--- src/rtl/btime_loader_pkg.sv ---
`default_nettype none
// ============================================================================
//  Module   : btime_loader_pkg
//  Purpose  : Shared types and constants for the Burger Time ROM loader.
//             Holds the download region map (bases and last addresses within
//             the 64 KiB image), the region and FSM state enums.
//  Revision : 1.0  initial release
// ============================================================================
package btime_loader_pkg;

  // Region bases within the 64 KiB ROM image (bit 16 and above must be zero)
  localparam logic [15:0] c_CPU_BASE = 16'h0000;
  localparam logic [15:0] c_CPU_LAST = 16'h7FFF;
  localparam logic [15:0] c_SND_BASE = 16'h8000;
  localparam logic [15:0] c_SND_LAST = 16'h8FFF;
  localparam logic [15:0] c_FG_BASE  = 16'h9000;
  localparam logic [15:0] c_FG_LAST  = 16'hEFFF;
  localparam logic [15:0] c_BG_BASE  = 16'hF000;
  localparam logic [15:0] c_BG_LAST  = 16'hF7FF;
  localparam logic [15:0] c_MAP_BASE = 16'hF800;

  // Saturation value for the accepted-byte counter
  localparam logic [16:0] c_COUNT_MAX = 17'h1FFFF;

  typedef enum logic [2:0] {
    REG_CPU  = 3'd0,
    REG_SND  = 3'd1,
    REG_FG   = 3'd2,
    REG_BG   = 3'd3,
    REG_MAP  = 3'd4,
    REG_NONE = 3'd5
  } region_e;

  typedef enum logic [2:0] {
    IDLE  = 3'd0,
    LOAD  = 3'd1,
    CHECK = 3'd2,
    HOLD  = 3'd3,
    RUN   = 3'd4
  } state_e;

endpackage : btime_loader_pkg
`default_nettype wire

--- src/rtl/btime_region_decode.sv ---
`default_nettype none
// ============================================================================
//  Module   : btime_region_decode
//  Purpose  : Combinational map of a flat 25-bit download address to a ROM
//             region and a 16-bit region-relative offset. Addresses at or
//             above 0x10000 decode to REG_NONE with a zero offset.
//  Revision : 1.0  initial release
// ============================================================================
module btime_region_decode
  import btime_loader_pkg::*;
(
  input  logic [24:0] i_addr,
  output region_e     o_region,
  output logic [15:0] o_offset
);

  logic [15:0] w_lo;
  assign w_lo = i_addr[15:0];

  // Cascade of upper-bound compares; the regions are contiguous and ascending
  always_comb begin
    o_region = REG_NONE;
    o_offset = 16'h0000;
    if (i_addr[24:16] == 9'd0) begin
      if (w_lo <= c_CPU_LAST) begin
        o_region = REG_CPU;
        o_offset = w_lo - c_CPU_BASE;
      end else if (w_lo <= c_SND_LAST) begin
        o_region = REG_SND;
        o_offset = w_lo - c_SND_BASE;
      end else if (w_lo <= c_FG_LAST) begin
        o_region = REG_FG;
        o_offset = w_lo - c_FG_BASE;
      end else if (w_lo <= c_BG_LAST) begin
        o_region = REG_BG;
        o_offset = w_lo - c_BG_BASE;
      end else begin
        o_region = REG_MAP;
        o_offset = w_lo - c_MAP_BASE;
      end
    end
  end

endmodule : btime_region_decode
`default_nettype wire

--- src/rtl/btime_rom_loader.sv ---
`default_nettype none
// ============================================================================
//  Module   : btime_rom_loader
//  Purpose  : Download sequencer between the hps_io ioctl byte stream and the
//             Burger Time ROMs. Routes each byte to its region with a
//             registered write strobe, validates the image length, and holds
//             the core in reset during load and for HOLD_CYCLES afterwards
//             (also re-applied while ext_reset is high).
//  Options  : BTIME_LOADER_CKSUM_EN - when defined, checksum reports the 8-bit
//             wrapping sum of accepted in-range bytes; otherwise it is 0.
//  Revision : 1.0  initial release
// ============================================================================
module btime_rom_loader
  import btime_loader_pkg::*;
#(
  parameter int          HOLD_CYCLES  = 16,
  parameter logic [16:0] EXPECTED_LEN = 17'h10000
) (
  input  logic        clk_sys,
  input  logic        reset_n,
  input  logic        ioctl_download,
  input  logic        ioctl_wr,
  input  logic [24:0] ioctl_addr,
  input  logic [7:0]  ioctl_dout,
  input  logic        ext_reset,
  output logic [15:0] wr_addr,
  output logic [7:0]  wr_data,
  output logic        cpu_we,
  output logic        snd_we,
  output logic        fg_we,
  output logic        bg_we,
  output logic        map_we,
  output logic        core_reset,
  output logic        load_done,
  output logic        load_err,
  output logic [16:0] byte_count,
  output logic [7:0]  checksum
);

  localparam int c_HOLD_W = (HOLD_CYCLES > 1) ? $clog2(HOLD_CYCLES) : 1;
  localparam logic [c_HOLD_W-1:0] c_HOLD_LOAD = c_HOLD_W'(HOLD_CYCLES - 1);

  state_e              r_state;
  logic                r_dl_q;
  logic [c_HOLD_W-1:0] r_hold_cnt;
  logic                r_oor;
  logic [16:0]         r_byte_count;
  logic                r_load_done;
  logic                r_load_err;
  logic [15:0]         r_wr_addr;
  logic [7:0]          r_wr_data;
  logic                r_cpu_we, r_snd_we, r_fg_we, r_bg_we, r_map_we;

  logic                w_dl_rise;
  logic                w_dl_fall;
  logic                w_accept;
  region_e             w_region;
  logic [15:0]         w_offset;

  btime_region_decode u_decode (
    .i_addr   (ioctl_addr),
    .o_region (w_region),
    .o_offset (w_offset)
  );

  assign w_dl_rise = ioctl_download & ~r_dl_q;
  assign w_dl_fall = ~ioctl_download & r_dl_q;
  // A byte landing on the same cycle as the download fall is still in LOAD
  assign w_accept  = (r_state == LOAD) & ioctl_wr;

  // Sequencer: a download rise wins over everything, including ext_reset
  always_ff @(posedge clk_sys or negedge reset_n) begin
    if (!reset_n) begin
      r_state    <= IDLE;
      r_dl_q     <= 1'b0;
      r_hold_cnt <= '0;
    end else begin
      r_dl_q <= ioctl_download;
      if (w_dl_rise) begin
        r_state <= LOAD;
      end else begin
        case (r_state)
          IDLE: r_state <= IDLE;
          LOAD: if (w_dl_fall) r_state <= CHECK;
          CHECK: begin
            r_state    <= HOLD;
            r_hold_cnt <= c_HOLD_LOAD;
          end
          HOLD: begin
            if (ext_reset) begin
              r_hold_cnt <= c_HOLD_LOAD;
            end else if (r_hold_cnt == '0) begin
              r_state <= RUN;
            end else begin
              r_hold_cnt <= r_hold_cnt - 1'b1;
            end
          end
          RUN: begin
            if (ext_reset) begin
              r_state    <= HOLD;
              r_hold_cnt <= c_HOLD_LOAD;
            end
          end
          default: r_state <= IDLE;
        endcase
      end
    end
  end

  // Load bookkeeping: cleared on LOAD entry, verdict latched in CHECK
  always_ff @(posedge clk_sys or negedge reset_n) begin
    if (!reset_n) begin
      r_byte_count <= '0;
      r_oor        <= 1'b0;
      r_load_done  <= 1'b0;
      r_load_err   <= 1'b0;
    end else if (w_dl_rise) begin
      r_byte_count <= '0;
      r_oor        <= 1'b0;
      r_load_done  <= 1'b0;
      r_load_err   <= 1'b0;
    end else begin
      if (w_accept) begin
        if (r_byte_count != c_COUNT_MAX) r_byte_count <= r_byte_count + 17'd1;
        if (w_region == REG_NONE) r_oor <= 1'b1;
      end
      if (r_state == CHECK) begin
        r_load_err  <= r_oor | (r_byte_count != EXPECTED_LEN);
        r_load_done <= 1'b1;
      end
    end
  end

  // Registered write port: one strobe per accepted in-range byte
  always_ff @(posedge clk_sys or negedge reset_n) begin
    if (!reset_n) begin
      r_wr_addr <= '0;
      r_wr_data <= '0;
      r_cpu_we  <= 1'b0;
      r_snd_we  <= 1'b0;
      r_fg_we   <= 1'b0;
      r_bg_we   <= 1'b0;
      r_map_we  <= 1'b0;
    end else begin
      r_cpu_we <= 1'b0;
      r_snd_we <= 1'b0;
      r_fg_we  <= 1'b0;
      r_bg_we  <= 1'b0;
      r_map_we <= 1'b0;
      if (w_accept && (w_region != REG_NONE)) begin
        r_wr_addr <= w_offset;
        r_wr_data <= ioctl_dout;
        case (w_region)
          REG_CPU: r_cpu_we <= 1'b1;
          REG_SND: r_snd_we <= 1'b1;
          REG_FG:  r_fg_we  <= 1'b1;
          REG_BG:  r_bg_we  <= 1'b1;
          REG_MAP: r_map_we <= 1'b1;
          default: r_cpu_we <= 1'b0;
        endcase
      end
    end
  end

`ifdef BTIME_LOADER_CKSUM_EN
  logic [7:0] r_checksum;
  logic       w_strobe;
  assign w_strobe = r_cpu_we | r_snd_we | r_fg_we | r_bg_we | r_map_we;

  // Running sum of the byte currently presented on the write port
  always_ff @(posedge clk_sys or negedge reset_n) begin
    if (!reset_n) begin
      r_checksum <= 8'h00;
    end else if (w_dl_rise) begin
      r_checksum <= 8'h00;
    end else if (w_strobe) begin
      r_checksum <= r_checksum + r_wr_data;
    end
  end

  assign checksum = r_checksum;
`else
  assign checksum = 8'h00;
`endif

  assign core_reset = (r_state != RUN);
  assign load_done  = r_load_done;
  assign load_err   = r_load_err;
  assign byte_count = r_byte_count;
  assign wr_addr    = r_wr_addr;
  assign wr_data    = r_wr_data;
  assign cpu_we     = r_cpu_we;
  assign snd_we     = r_snd_we;
  assign fg_we      = r_fg_we;
  assign bg_we      = r_bg_we;
  assign map_we     = r_map_we;

endmodule : btime_rom_loader
`default_nettype wire
--- config.mk ---
export PLATFORM = sky130hd
export DESIGN_NAME = btime_rom_loader
export DESIGN_NICKNAME = d
export VERILOG_FILES = /design/src/rtl/btime_loader_pkg.sv /design/src/rtl/btime_region_decode.sv /design/src/rtl/btime_rom_loader.sv
export SDC_FILE = /design/constraint.sdc
export NUM_CORES = 1
export LEC_CHECK = 0
export BUFFER_PORTS_ARGS = -buffer_cell sky130_fd_sc_hd__clkbuf_2
export CAP_MARGIN = 0
export CORE_MARGIN = 2
export CORE_UTILIZATION = 25
export CTS_BUF_LIST = sky130_fd_sc_hd__clkbuf_4 sky130_fd_sc_hd__clkbuf_8
export DETAILED_ROUTE_END_ITERATION = 8
export PLACE_DENSITY = 0.53
export SLEW_MARGIN = 10
export SYNTH_ARGS = -nofsm -noshare
export SYNTH_HDL_FRONTEND = slang
export SYNTH_SLANG_ARGS = --single-unit
--- constraint.sdc ---
create_clock -name clk_sys -period 4.91 [get_ports clk_sys]
set_input_delay 0.2455 -clock clk_sys [delete_from_list [all_inputs] [get_ports clk_sys]]
set_output_delay 0.2455 -clock clk_sys [all_outputs]
set_load 0.01 [all_outputs]
==> impl_metrics.json <==
{
  "die_area_sq_um": 12700,
  "finClkSkew_ns": 0.00831,
  "fin_crit_sh_pct": 48.7,
  "use_met2_pct": 18.0,
  "vias": 2601,
  "dpl_cell_area_sq_um": 3490,
  "fin_nets": 461,
  "die_x_um": 112,
  "grt_max_degree": 58,
  "grt_util_met1_pct": 17.8,
  "preCtsSetupSlack_ns": 2.53,
  "finalPower_w": 0.00127,
  "drtAntennaViolNets": 0,
  "syn_avg_cell_area_sq_um": 9.00,
  "start_util_pct": 25.7,
  "grt_pass1_vias": 2511,
  "fmax_ghz": 0.418,
  "status": "finished, final reports clean",
  "drv_slew": 0,
  "leakage_nw": 1.91,
  "cts_max_path_buffers": 2,
  "yosysWarnings": 0,
  "cts_buffers": 9,
  "tightest_slew_ns": 0.823,
  "synth_area_leaders": "dfrtp_1 48%, nand2_1 7.7%, nor2_1 5.7%",
  "clkSinkCount": 57,
  "critPathRequiredTime_ns": 5.17,
  "routedWlPerCell_um": 13.6,
  "slew_headroom_pct": 45.0,
  "first_pass_iters": 4,
  "grt_usage_pct": 12.4,
  "cts.reportedPaths.clkPinSlew_ns": 0.07,
  "dp_cells": 545,
  "cp-start-kind": "flop",
  "grt_overflow_total": 0,
  "drt_iter0_drc": 102,
  "antenna_found_initial": 0,
  "io_pins": 95,
  "cts_tree": "built",
  "power_density_nw_per_um2": 343,
  "crit_fanout": 16,
  "synth-async-reset-ratio_pct": 100,
  "port_buffers": 86,
  "routed_wl_um": 7610,
  "cts_setup_buffers": 0,
  "gp_congestion": 0.818,
  "fin_ws_ns": 2.52,
  "setup_viol": 0,
  "hp-class": "input port to flop",
  "seq_area_frac_synth_pct": 48.5,
  "syn_area_sq_um": 2940,
  "dp_hpwl_um": 5650,
  "stdcell_area_sq_um": 3690,
  "finalHoldViolCount": 0,
  "end_kind": "flop",
  "ys_ff_latch": 57,
  "grt_first_pass_wirelength_um": 12400,
  "holdBufCountCts": 0,
  "clk_latency_ns": 0.34,
  "root_buffer": "clkbuf_8",
  "core_sq_um": 11500,
  "post-synth-top-area-cell": "dfrtp_1",
  "vias_per_cell": 4.64,
  "post_cts_resized": 0,
  "finalSetupTns_ns": 0,
  "grt.busiest_layer": "met2",
  "synth_edf_count": 0,
  "synth_cell_types": 50,
  "fin_cells": 561,
  "period_needed_ns": 2.39,
  "synth_top_area_share_pct": 48.5,
  "drive_above_1_share_pct": 27.8,
  "irDropWorstVdd_uv": 121,
  "nFillCells": 1193,
  "rows": 39,
  "max_cap_violations": 0,
  "antenna_cells": 0,
  "drc": 0,
  "grt_setup_unrepaired": "no",
  "crit_type": "flop to flop",
  "ys.flop_type": "dfrtp_1",
  "synthCells": 327,
  "htreeDepth": 3,
  "grtUsageMet3_pct": 2.54,
  "areaGrowthSynthToFinish_pct": 25.6,
  "arrival_ns": 2.65,
  "die_y_um": 112
}
-- power by group --
group	internal (W)	leakage (nW)	switching, W	total, W
logic	0.000107	1.04	0.000155	0.000262
clock network	0.000264	0.108	0.000179	0.000443
registers	0.000513	0.765	0.0000512	0.000564
total	0.000883	1.91	0.000386	0.00127
-- placed cells by master (no fill, tap or decap), types with 5 or more instances in the layout --
cell type / netlist / final
ha_1: 10 / 10
nor4_1: 5 / 5
conb_1: 1 / 8
a21oi_1: 10 / 10
xor2_1: 10 / 10
o21ai_0: 8 / 8
o211ai_1: 5 / 5
clkbuf_2: 0 / 86
nor3_1: 9 / 9
dfrtp_1: 57 / 57
nand2_1: 60 / 60
nand3_1: 21 / 21
and3_1: 5 / 5
clkbuf_8: 0 / 10
inv_1: 11 / 11
nor2_1: 45 / 45
-- routing by layer --
| layer | share of wire [%] | vias to the layer above |
|---|---|---|
| met4 | 1.2 | 0 |
| li1 | - | 1282 |
| met5 | 0 | - |
| met2 | 44 | 84 |
| met3 | 4.4 | 6 |
| met1 | 50 | 1229 |
-- registers in the layout, summed over array words and instances (netlist names) --
name / cells
r_oor: 1
cpu_we: 1
wr_data: 8
bg_we: 1
wr_addr: 16
fg_we: 1
load_err: 1
r_dl_q: 1
snd_we: 1
byte_count: 17
load_done: 1
r_state: 3
r_hold_cnt: 4
map_we: 1
-- metrics by stage --
stage               util (%)  hold WS, ns
finish                  32.2       0.0361
global route            32.2       0.0192
CTS                     32.2       0.0175
detailed placement      30.5        0.382
global placement        30.5        0.375
floorplan                  -      -0.0501
-- path summary, 6_finish.rpt --
| kind | slack (ns) | cells after the start | endpoint | start |
|---|---|---|---|---|
| max in group asynchronous | 4.36 | 2 | wr_data[0] | reset_n |
| setup / recovery | 2.52 | 5 | byte_count[15] | r_state[0] |
| hold reg to reg | 0.46 | 2 | wr_addr[0] | wr_addr[0] |
| min in group asynchronous | 0.05 | 2 | byte_count[7] | reset_n |
| setup reg to reg | 2.52 | 5 | byte_count[15] | r_state[0] |
| hold / removal | 0.04 | 1 | r_dl_q | ioctl_download |
-- cell type report --
| class | count | area (sq um) | share of cell area, % |
|---|---|---|---|
| inverters | 11 | 41.3 | 1.12 |
| multi-input cells | 245 | 1400 | 37.8 |
| clock buffers | 13 | 160 | 4.33 |
| clock inverters | 3 | 40.0 | 1.08 |
| flip-flops and latches | 57 | 1430 | 38.6 |
| repair buffers | 89 | 453 | 12.3 |
| well taps | 143 | 179 | 4.84 |
-- Yosys cell counts, types with 4 or more instances --
library cell / instances
nand2_1: 60
dfrtp_1: 57
nor2_1: 45
nand3_1: 21
inv_1: 11
a21oi_1: 10
ha_1: 10
xor2_1: 10
nor3_1: 9
buf_4: 8
o21ai_0: 8
clkbuf_1: 6
and3_1: 5
nor4_1: 5
o211ai_1: 5
buf_2: 4
nand4_1: 4
xnor2_1: 4
-- cells by family after synthesis --
logic type                 count (synthesis)  synth area share [%]
adders and majority gates                 10                  4.25
xor gates and xnor gates                  14                  4.17
DFF                                       57                  48.5
and+or+nand+nor                          171                  27.4
other                                      1                 0.127
muxes                                      3                  1.06
AOI/OAI and AO/OA                         39                  8.97
buffers and inverters                     32                  5.53
-- critical path, cell delays in order (launching register included) --
cell and delay [ns]:
dfrtp_1 0.52, nor4bb_4 0.83, and2b_2 0.42, o21ai_1 0.10
or3_1 0.31, a21oi_1 0.14
(Power assumes the default switching activity.)
